--- config.mk ---
export PLATFORM = sky130hd
export DESIGN_NAME = spi_reg_ctrl
export DESIGN_NICKNAME = d
export VERILOG_FILES = /design/src/rtl/spi_reg_ctrl.sv
export SDC_FILE = /design/constraint.sdc
export NUM_CORES = 1
export LEC_CHECK = 0
export CAP_MARGIN = 20
export CORE_MARGIN = 8
export CORE_UTILIZATION = 45
export CTS_CLUSTER_DIAMETER = 150
export DETAILED_ROUTE_END_ITERATION = 7
export GPL_ROUTABILITY_DRIVEN = 0
export PLACE_DENSITY = 0.67
export RECOVER_POWER = 50
export SKIP_LAST_GASP = 1
export SYNTH_ARGS = -nofsm -noshare
export SYNTH_HDL_FRONTEND = slang
export SYNTH_SLANG_ARGS = --single-unit
--- constraint.sdc ---
create_clock -name clk -period 2.49 [get_ports clk]
set_input_delay 0.498 -clock clk [delete_from_list [all_inputs] [get_ports clk]]
set_output_delay 0.498 -clock clk [all_outputs]
set_load 0.01 [all_outputs]
--- src/rtl/spi_reg_ctrl.sv ---
// SPI mode-0 slave front-end for the game register bank.
// Synchronises sck/ss/mosi into clk, decodes a command byte (R/W, AI, address)
// and issues registered single-cycle read/write strobes to the bank.
module spi_reg_ctrl #(
  parameter int ADDR_W      = 6,
  parameter int SYNC_STAGES = 2
) (
  input  logic              clk,
  input  logic              rst_n,
  input  logic              sck,
  input  logic              ss,
  input  logic              mosi,
  output logic              miso,
  output logic              miso_en,
  output logic [ADDR_W-1:0] reg_addr,
  output logic [7:0]        reg_wdata,
  output logic              reg_we,
  output logic              reg_re,
  input  logic [7:0]        reg_rdata,
  output logic              busy
);

  typedef enum logic [1:0] {IDLE, CMD, DATA} state_t;

  state_t                 state, state_next;
  logic [SYNC_STAGES-1:0] sck_s, ss_s, mosi_s;
  logic [SYNC_STAGES-1:0] fill;
  logic                   armed;
  logic                   sck_rise, sck_fall, ss_rise, ss_fall;
  logic                   ss_sync, mosi_sync;
  logic [2:0]             bit_cnt;
  logic [6:0]             rx_sr;
  logic [7:0]             rx_byte;
  logic                   byte_done;
  logic                   rd, ai;
  logic                   cap;
  logic [7:0]             hold;
  logic [6:0]             tx;
  logic                   frame_start, bit_en, cmd_done, data_done, tx_fall;

  // Input synchronisers, loaded with idle pin levels on reset.
  always_ff @(posedge clk or negedge rst_n) begin
    if (!rst_n) begin
      sck_s  <= '0;
      ss_s   <= '1;
      mosi_s <= '0;
    end else begin
      sck_s  <= {sck_s[SYNC_STAGES-2:0], sck};
      ss_s   <= {ss_s[SYNC_STAGES-2:0], ss};
      mosi_s <= {mosi_s[SYNC_STAGES-2:0], mosi};
    end
  end

  // Frame-start qualifier: the reset load of ss=1 would fake a falling edge if
  // the pin is already low at release, so a real high sample must be seen first.
  always_ff @(posedge clk or negedge rst_n) begin
    if (!rst_n) begin
      fill  <= '0;
      armed <= 1'b0;
    end else begin
      fill  <= {fill[SYNC_STAGES-2:0], 1'b1};
      armed <= armed | (fill[SYNC_STAGES-1] & ss_sync);
    end
  end

  assign sck_rise  =  sck_s[SYNC_STAGES-2] & ~sck_s[SYNC_STAGES-1];
  assign sck_fall  = ~sck_s[SYNC_STAGES-2] &  sck_s[SYNC_STAGES-1];
  assign ss_rise   =  ss_s[SYNC_STAGES-2]  & ~ss_s[SYNC_STAGES-1];
  assign ss_fall   = ~ss_s[SYNC_STAGES-2]  &  ss_s[SYNC_STAGES-1];
  assign ss_sync   = ss_s[SYNC_STAGES-1];
  assign mosi_sync = mosi_s[SYNC_STAGES-1];
  assign rx_byte   = {rx_sr, mosi_sync};
  assign byte_done = sck_rise & (bit_cnt == 3'd7);
  assign miso_en   = ~ss_sync;
  assign busy      = ~ss_sync;

  // State register.
  always_ff @(posedge clk or negedge rst_n) begin
    if (!rst_n) state <= IDLE;
    else        state <= state_next;
  end

  // Next state and per-cycle event decode; ss rising edge overrides everything.
  always_comb begin
    state_next  = state;
    frame_start = 1'b0;
    bit_en      = 1'b0;
    cmd_done    = 1'b0;
    data_done   = 1'b0;
    tx_fall     = 1'b0;
    if (ss_rise) begin
      state_next = IDLE;
    end else begin
      case (state)
        IDLE: begin
          if (ss_fall && armed) begin
            state_next  = CMD;
            frame_start = 1'b1;
          end
        end
        CMD: begin
          bit_en = sck_rise;
          if (byte_done) begin
            state_next = DATA;
            cmd_done   = 1'b1;
          end
        end
        DATA: begin
          bit_en    = sck_rise;
          data_done = byte_done;
          tx_fall   = sck_fall;
        end
        default: state_next = IDLE;
      endcase
    end
  end

  // Datapath: bit counter, shift registers, address sequencing and strobes.
  always_ff @(posedge clk or negedge rst_n) begin
    if (!rst_n) begin
      bit_cnt   <= '0;
      rx_sr     <= '0;
      rd        <= 1'b0;
      ai        <= 1'b0;
      cap       <= 1'b0;
      hold      <= '0;
      tx        <= '0;
      miso      <= 1'b0;
      reg_addr  <= '0;
      reg_wdata <= '0;
      reg_we    <= 1'b0;
      reg_re    <= 1'b0;
    end else begin
      reg_we <= 1'b0;
      reg_re <= 1'b0;
      cap    <= reg_re;
      if (cap) hold <= reg_rdata;

      if (reg_we && ai) reg_addr <= reg_addr + ADDR_W'(1);

      if (frame_start) begin
        bit_cnt <= '0;
        miso    <= 1'b0;
      end
      if (ss_rise) miso <= 1'b0;

      if (bit_en) begin
        bit_cnt <= bit_cnt + 3'd1;
        rx_sr   <= rx_byte[6:0];
      end

      if (cmd_done) begin
        reg_addr <= rx_byte[ADDR_W-1:0];
        rd       <= rx_byte[7];
        ai       <= rx_byte[6];
        reg_re   <= rx_byte[7];
      end

      // Read prefetch: the address bump and the strobe land together, so the
      // strobe is seen with the already-incremented address.
      if (data_done) begin
        if (rd) begin
          if (ai) reg_addr <= reg_addr + ADDR_W'(1);
          reg_re <= 1'b1;
        end else begin
          reg_wdata <= rx_byte;
          reg_we    <= 1'b1;
        end
      end

      if (tx_fall) begin
        if (!rd) begin
          miso <= 1'b0;
        end else if (bit_cnt == 3'd0) begin
          tx   <= hold[6:0];
          miso <= hold[7];
        end else begin
          tx   <= {tx[5:0], 1'b0};
          miso <= tx[6];
        end
      end
    end
  end

endmodule

### Word level (Yosys, flattened, before mapping)

Cells that the tools add are included.

| storage, ports and cells | value |
|---|---|
| logic and storage cells | 82 |
| input port bits | 13 |
| bits in registers | 56 |

| cells by class | value |
|---|---|
| bitwise operators | 12 |
| eq/ne operators | 6 |
| multiplexer cells | 34 |
| reduce and logical (&&, ||, !) cells | 10 |
| $add $sub $neg | 2 |

Operators by type and width:

| cell | number |
|---|---|
| 2-to-1 mux 6 bit | 5 |
| 2-to-1 mux 1 bit | 22 |
| 2-to-1 mux 7 bit | 1 |
| adder 6 x 1 -> 6 bit (second input constant) | 1 |
| bitwise AND 1 bit | 6 |
| 2-to-1 mux 2 bit | 3 |
| 2-to-1 mux 3 bit | 2 |
| inequality test 3 bit (second input constant) | 2 |
| case mux 2 bit (3 select lines) | 1 |
| inverter 1 bit | 5 |
| AND reduction 2 bit | 2 |
| adder 3 x 1 -> 3 bit (second input constant) | 1 |
| == test 3 bit (second input constant) | 1 |
| logical NOT 3 bit | 1 |
| AND reduction 3 bit | 1 |
| nonzero test 3 bit | 1 |
| == test 2 x 1 -> 1 bit (second input constant) | 1 |
| == test 2 bit (second input constant) | 1 |
| logical AND 1 bit | 2 |
| logical NOT 2 bit | 1 |
| inequality test 2 bit (second input constant) | 1 |
| nonzero test 2 bit | 1 |
| OR reduction 2 bit | 1 |
| bitwise OR 1 bit | 1 |

### Longest topological paths before layout

Gate-level depths: netlist of the first run.

| depth | value |
|---|---|
| word-level depth | 10 |
| gate-level depth with buffers | 7 |
| gate-level depth less buffers | 6 |

### Worst setup path after synthesis of the first run

OpenSTA, ideal clock, no wires.

| timing path | value |
|---|---|
| path kind | flip-flop to flip-flop |
| start | register bit_cnt[0] |
| end | register reg_wdata[0] |
| path slack | 446 ps |
| arrival | 1919 ps |
| period minus slack after synthesis | 2044 ps |
| library setup time | 125 ps |
| stages on the path, launching flop included | 8 |
| required time | 2365 ps |
| cell sequence | dfrtp_1 ha_1 ha_1 nand2b_1 or3_1 or3b_1 buf_6 mux2_4 |

| on the way | value |
|---|---|
| word-level cells in the longest chain between the ends | 5 |

Ends and longest elaborated chain:

| item | RTL line | RTL |
|---|---|---|
| from (decl) | 31 | `logic [2:0] bit_cnt;` |
| from (signal assigned) | 148 | `bit_cnt <= bit_cnt + 3'd1;` |
| == test 3 bit | 73 | `assign byte_done = sck_rise & (bit_cnt == 3'd7);` |
| bitwise AND 1 bit | 73 |  |
| 2-to-1 mux 1 bit | 94 | `case (state)` |
| 2-to-1 mux 1 bit | 91 | `if (ss_rise) begin` |
| AND reduction 2 bit (no source line) | -- |  |
| to (signal assigned) | 166 | `reg_wdata <= rx_byte;` |
| to (decl) | 16 | `output logic [7:0] reg_wdata,` |

Every way passes these cells.
A chain may end at the register's enable or synchronous reset.

### Worst setup path in the final report of the first run

| timing path | value |
|---|---|
| start | register ss_s[0] |
| end | register reg_addr[3] |

| on the way | value |
|---|---|
| word-level cells in the longest chain between the ends | 6 |
| elaborated cells between the ends (all ways) | 7 |

Ends and longest elaborated chain:

| item | RTL line | RTL |
|---|---|---|
| from (decl) | 26 | `logic [SYNC_STAGES-1:0] sck_s, ss_s, mosi_s;` |
| from (signal assigned) | 49 | `ss_s <= {ss_s[SYNC_STAGES-2:0], ss};` |
| bitwise AND 1 bit * | 68 | `assign ss_rise = ss_s[SYNC_STAGES-2] & ~ss_s[SYNC_STAGES-1];` |
| 2-to-1 mux 1 bit | 91 |  |
| 2-to-1 mux 6 bit | 152 | `if (cmd_done) begin` |
| 2-to-1 mux 6 bit | 163 | `if (ai) reg_addr <= reg_addr + ADDR_W'(1);` |
| 2-to-1 mux 6 bit | 162 | `if (rd) begin` |
| 2-to-1 mux 6 bit * | 161 | `if (data_done) begin` |
| to (signal assigned) | 139 | `if (reg_we && ai) reg_addr <= reg_addr + ADDR_W'(1);` |
| to (signal assigned) | 153 | `reg_addr <= rx_byte[ADDR_W-1:0];` |
| to (signal assigned) | 163 |  |
| to (decl) | 15 | `output logic [ADDR_W-1:0] reg_addr,` |

Mark *: on every way between the ends. The rest lies on a longest branch, timed or not.

==> metrics.yaml, run 1 <==
synth_top_area_frac: 0.552
finalHoldViolations: 0
cts_buffers: 5
synth_ff_type: "dfrtp_1"
syn2layout_area_growth_pct: 18.1
yosysMostFrequentCell: "dfrtp_1"
reg2reg_from: "ss_s[0]"
ctsLongestPathBuffers: 2
seq_area_mm2: 0.00140
fp.coreArea_mm2: 0.00537
slowest_stage: "dfstp_1"
synth_cell_types: 37
rows: 27
yosysWarnings: 0
syn-instance-count: 192
cts.sinks: 56
first_pass_iters: 6
ys_seq_area_frac: 0.573
die_h_um: 89.8
dp_hpwl_um: 3200
antenna_found_initial: 0
port-buffer-count: 31
synth_area_mm2: 0.00245
vias: 1547
fin_util: 0.538
grt_first_pass_wirelength_um: 7560
required_ns: 2.70
ys_top_cells_by_area: "dfrtp_1, mux2_2, mux2_4"
finalSetupViolCount: 0
setup-tns-final_ns: 0
hp-start: "fill[0]"
period_minus_slack_ns: 2.31
ys_top_cells_by_count: "dfrtp_1, nand2_1, mux2_2"
rrSetupSlack_ns: 0.18
gr-total-overflow: 0
start_kind: "register"
drc: 0
grt_pass1_vias: 1550
setup.worst_path.end_class: "register"
clk_latency_ns: 0.31
synth_edf_count: 0
syn-mean-instance-area_um2: 12.8
worstSetupPathType: "register to register"
grt_max_degree: 34
syn_nets: 214
async_reset_ff_frac: 1.00
ys_ff_latch: 56
cts-htree-levels: 2
worst_pin_slew_ns: 1.31
nNetsFinal: 245
cts.reportedPaths.clkPinSlew_ns: 0.10
avgViaCountPerCell: 5.23
post_cts.repair.setup_buffers: 0
drt-total-wl_um: 4480
cp_top_family: "simple AND/OR/NAND/NOR gates"
hold_slack_ns: 0.356
die_area_mm2: 0.00806
p_leak_uw: 0.00135
slew_viol_final: 0
max_freq_mhz: 433
hold_buffers: 0
r2r_end: "reg_addr[3]"
critPathMaxFanout: 10
critPathMaxStageDelay_ns: 0.59
cap_violations: 0
synth_top_area_cell: "dfrtp_1"
grt_usage: 0.113
drt_iter0_markers: 32
max-vdd-ir-drop_uv: 225
period_share: 0.927
detail_route.wl_per_cell_um: 15.1
ff2ff_path_depth: 4
maxSlewHeadroom: 0.125
drive_gt1_frac: 0.152
cts_tree: "yes"
status: "completed"
crit_chain: "nor2b_1, or3_1, o21ai_0, a221oi_1"
root_buffer: "clkbuf_8"
start_util: 0.456
holdCritPathClass: "register to register"
postRouteAntennaNets: 0
rsz0062_at_grt: "false"
multi_input_area_um2: 958
ctsResizeCount: 0
whs_path_depth: 0
fp.dieW_um: 89.8
io_pins: 32
fin_skew_ns: 0.00797
antenna_cells: 0
min_to: "fill[1]"
cp.arrival_ns: 2.51
power_density_mw_per_mm2: 686
critPathBufInv: 0
fillers: 470
==> logic make-up after synthesis <==
family                   share of synthesized area
AO/OA/AOI/OAI                               0.0971
XOR/XNOR                                   0.00358
adder cells (fa/ha/maj)                     0.0460
buffers and inverters                       0.0353
flip-flops                                   0.573
multiplexers                                 0.147
other                                      0.00153
AND/OR/NAND/NOR                             0.0966
==> metrics by stage <==
stage | setup slack, ns | std cells | cell area (um^2) | power, uW
3_5_place_dp | 0.183 | 288 | 2820 | 1520
5_1_grt | 0.0197 | 296 | 2890 | 2090
4_1_cts | 0.176 | 296 | 2910 | 2020
6_report | 0.182 | 296 | 2890 | 1980
3_3_place_gp | 0.228 | 288 | 2820 | 1500
2_1_floorplan | 0.446 | 192 | 2450 | 1370
==> worst reg2reg max path: cells and delay by family (launching register included) <==
family | cells | cell delay, ns
simple gates | 2 | 0.89
flops | 1 | 0.59
compound gates | 2 | 0.73
==> state kept, by name (all words and copies together) (netlist names) <==
register and flops:
cap 1, rd 1, ai 1, tx 7, rx_sr 7, armed 1, bit_cnt 3, state 2
sck_s 2, reg_addr 6, miso 1, reg_re 1, mosi_s 2, hold 8, ss_s 2, fill 2
reg_we 1, reg_wdata 8
==> power by group <==
group	total, uW	leakage, uW	switching [uW]	internal (uW)
sequential	1080	0.000747	85.2	995
clock	493	0.0000414	292	201
combinational	411	0.000566	211	199
==> cells in the final DEF, fill, tap and decap left out, drive strengths merged, types with 2 or more instances in the layout <==
| cell type | synthesis | routed |
|---|---|---|
| clkbuf | 5 | 8 |
| nand2b | 2 | 2 |
| a221oi | 4 | 4 |
| a31o | 2 | 2 |
| nand3 | 3 | 3 |
| and4 | 2 | 2 |
| nand3b | 4 | 4 |
| mux2i | 7 | 7 |
| nand4b | 2 | 2 |
| ha | 9 | 9 |
| dfstp | 2 | 2 |
| dlygate4sd3 | 0 | 3 |
| a21oi | 2 | 2 |
| clkdlybuf4s50 | 0 | 27 |
| nand4 | 2 | 2 |
| dfrtp | 54 | 54 |
| or3b | 2 | 2 |
| o31ai | 4 | 4 |
| a22o | 2 | 2 |
| o21ai | 10 | 10 |
| nand2 | 16 | 16 |
| mux2 | 23 | 23 |
| inv | 9 | 9 |
| or3 | 3 | 3 |
| a22oi | 4 | 4 |
| nor2b | 2 | 2 |
| o22ai | 5 | 5 |
==> layer usage <==
metal	track usage	part of all wire
met5	0	0
met4	0.0550	0.019
met3	0.0283	0.044
met2	0.172	0.45
met1	0.146	0.49
==> layout make-up <==
type                       count  share of cell area
sequential                    56               0.486
tap                           72              0.0312
clock buffer                   6              0.0251
timing repair buffer          33               0.109
clock inverter                 2             0.00563
inverter                       9              0.0117
multi-input combinational    118               0.331
==> how the worst max path moves through the flow <==
stage,start,endpoint,cells past startpoint
6_report,ss_s[0],reg_addr[3],4
5_1_grt,ss_s[0],reg_addr[3],4
4_1_cts,bit_cnt[0],reg_wdata[1],6
3_3_place_gp,bit_cnt[0],reg_wdata[1],6
3_5_place_dp,bit_cnt[0],reg_wdata[1],6
2_1_floorplan,bit_cnt[0],reg_wdata[0],7
No activity file was read; power rests on OpenSTA's default activity.
==> run 2: changes to the inputs <==
--- a/config.mk
+++ b/config.mk
@@ -8,10 +8,11 @@
 export CAP_MARGIN = 20
 export CORE_MARGIN = 8
 export CORE_UTILIZATION = 45
+export CTS_BUF_LIST = sky130_fd_sc_hd__clkbuf_4
 export CTS_CLUSTER_DIAMETER = 150
 export DETAILED_ROUTE_END_ITERATION = 7
 export GPL_ROUTABILITY_DRIVEN = 0
-export PLACE_DENSITY = 0.67
+export PLACE_DENSITY = 0.73
 export RECOVER_POWER = 50
 export SKIP_LAST_GASP = 1
 export SYNTH_ARGS = -nofsm -noshare
==> metrics.yaml, run 2 (synthesis gave the netlist of run 1 again) <==
slowest_stage: "or3b_1"
final_cell_mix: "dfrtp_1, clkdlybuf4s50_1, nand2_1"
vias: 1550  # +0.19%
hp-start: "mosi_s[0]"
period_share: 0.928  # +0.00134
maxSlewHeadroom: 0.132  # +0.00670
min_to: "mosi_s[1]"
grt_max_degree: 57  # +68%
comb_power_share: 0.200  # -0.007
ff2ff_path_depth: 6  # +2
grt_usage: 0.113  # -0.000274
port-buffer-count: 31  # unchanged
cts.sinks: 56  # unchanged
hold_buffers: 0  # unchanged
fin_skew_ns: 0.0166  # +0.00868 ns
required_ns: 2.77  # +0.07 ns
grt_first_pass_wirelength_um: 7610  # +0.73%
fp.coreArea_mm2: 0.00537  # unchanged
timing.final.ws_setup_ns: 0.179  # -0.00333 ns
post_cts.repair.setup_buffers: 0  # unchanged
drt-total-wl_um: 4350  # -2.8%
start_kind: "register"
antenna_cells: 0  # unchanged
grt_pass1_vias: 1566  # +1.0%
nNetsFinal: 245  # unchanged
cap_violations: 0  # unchanged
detail_route.wl_per_cell_um: 14.8  # -2.5%
biggestRegsByFlops: "hold: 8 flops, reg_wdata: 8 flops"
ctsResizeCount: 0  # unchanged
final_common_cell: "dfrtp_1"
p_leak_uw: 0.00137  # +0.93%
crit_path_frequent_cell: "ha_1"
rows: 27  # unchanged
critPathBufInv: 0  # unchanged
cp_top_family: "simple AND/OR/NAND/NOR gates"
die_h_um: 89.8  # unchanged
clk_latency_ns: 0.38  # +0.07 ns
worst_pin_slew_ns: 1.30  # -0.0100 ns
die_area_mm2: 0.00806  # unchanged
cts_buffers: 5  # unchanged
slew_viol_final: 0  # unchanged
finalHoldViolations: 0  # unchanged
cp.arrival_ns: 2.59  # +0.08 ns
setup-tns-final_ns: 0  # unchanged
path_depth: 6  # +2
rsz0062_at_grt: "false"
drt_iter0_markers: 55  # +72%
fillers: 460  # -2.1%
p_int_uw: 1500  # +7.8%
holdCritPathClass: "register to register"
crit_chain: "ha_1, ha_1, nand2b_1, or3_1, or3b_1, mux2_4"
gr-total-overflow: 0  # unchanged
max_freq_mhz: 433  # -0.14%
finalSetupViolCount: 0  # unchanged
critPathMaxFanout: 9  # -1
postRouteAntennaNets: 0  # unchanged
power_density_mw_per_mm2: 713  # +3.9%
rrSetupSlack_ns: 0.18  # about the same
netSwitchingFraction: 0.273  # -0.0239
pwr-share-clk: 0.279  # +0.031
avgViaCountPerCell: 5.25  # +0.53%
status: "completed"
cts-htree-levels: 2  # unchanged
fp.dieW_um: 89.8  # unchanged
drc: 0  # unchanged
reg2reg_from: "bit_cnt[0]"
ctsLongestPathBuffers: 2  # unchanged
io_pins: 32  # unchanged
seq_area_mm2: 0.00140  # unchanged
cts_tree: "yes"
root_buffer: "clkbuf_4"
start_util: 0.456  # unchanged
worstSetupPathType: "register to register"
max-vdd-ir-drop_uv: 330  # +47%
power.switching_uw: 564  # -4.2%
syn2layout_area_growth_pct: 18.5
setup.worst_path.end_class: "register"
whs_path_depth: 0  # unchanged
first_pass_iters: 4  # -2
multi_input_area_um2: 958  # unchanged
dp_hpwl_um: 3040  # -4.9%
antenna_found_initial: 0  # unchanged
cts.reportedPaths.clkPinSlew_ns: 0.15  # +0.05 ns
period_minus_slack_ns: 2.31  # +0.00333 ns
r2r_end: "reg_wdata[1]"
critPathMaxStageDelay_ns: 0.62  # +0.03 ns
dp_slack_ns: 0.178  # -0.00447 ns
drive_gt1_frac: 0.157  # +0.00516
power_frac_seq: 0.521  # -0.023
==> run 2: cell count changes in the layout (fill, tap and decap cells not counted), moves of 2 or more <==
cell       delta
clkbuf_4      +5
bufinv_16     +2
clkbuf_1      -2
clkbuf_8      -5
==> run 2: how the worst max path moves through the flow <==
stage	start	end	slack, ns
floorplan	bit_cnt[0]	reg_wdata[0]	0.45
global placement	bit_cnt[0]	reg_wdata[1]	0.25
detailed placement	bit_cnt[0]	reg_wdata[4]	0.18
CTS	bit_cnt[0]	reg_wdata[4]	0.15
global route	state[1]	reg_addr[3]	0.03
finish	bit_cnt[0]	reg_wdata[1]	0.18
==> run 2: layer usage <==
layer	vias to the layer above	share of wire	GRT usage	wire length [um]
met3	6	0.037	0.0341	162
met2	20	0.47	0.177	2060
met4	0	0.017	0.0508	76
li1	750	-	-	-
met1	774	0.47	0.139	2060
met5	-	0	0	0
==> run 2: power by group through the flow <==
stage                     clock network, uW  logic [uW]  registers, uW
final                                   576         413           1080
after global routing                    624         454           1100
after CTS                               598         421           1080
after detailed placement                  0         417           1100
after global placement                    0         401           1090
after floorplan                           0         303           1070
==> run 2: layout make-up <==
cell class	count	share of cell area
clock buffers	5	0.0129
flip-flops and latches	56	0.484
well taps	72	0.0310
multi-input cells	118	0.330
inverters	9	0.0116
clock inverters	2	0.0207
repair buffers	33	0.110
==> run 2: through the flow <==
stage / std cells / util / area, um^2 / hold WS, ns / power [uW]
final: 295 / 0.540 / 2900 / 0.367 / 2070
after global routing: 295 / 0.540 / 2900 / 0.384 / 2170
after CTS: 295 / 0.541 / 2900 / 0.239 / 2100
after detailed placement: 288 / 0.522 / 2810 / 0.338 / 1510
after global placement: 288 / 0.522 / 2810 / 0.333 / 1490
after floorplan: 192 / - / 2450 / 0.202 / 1370
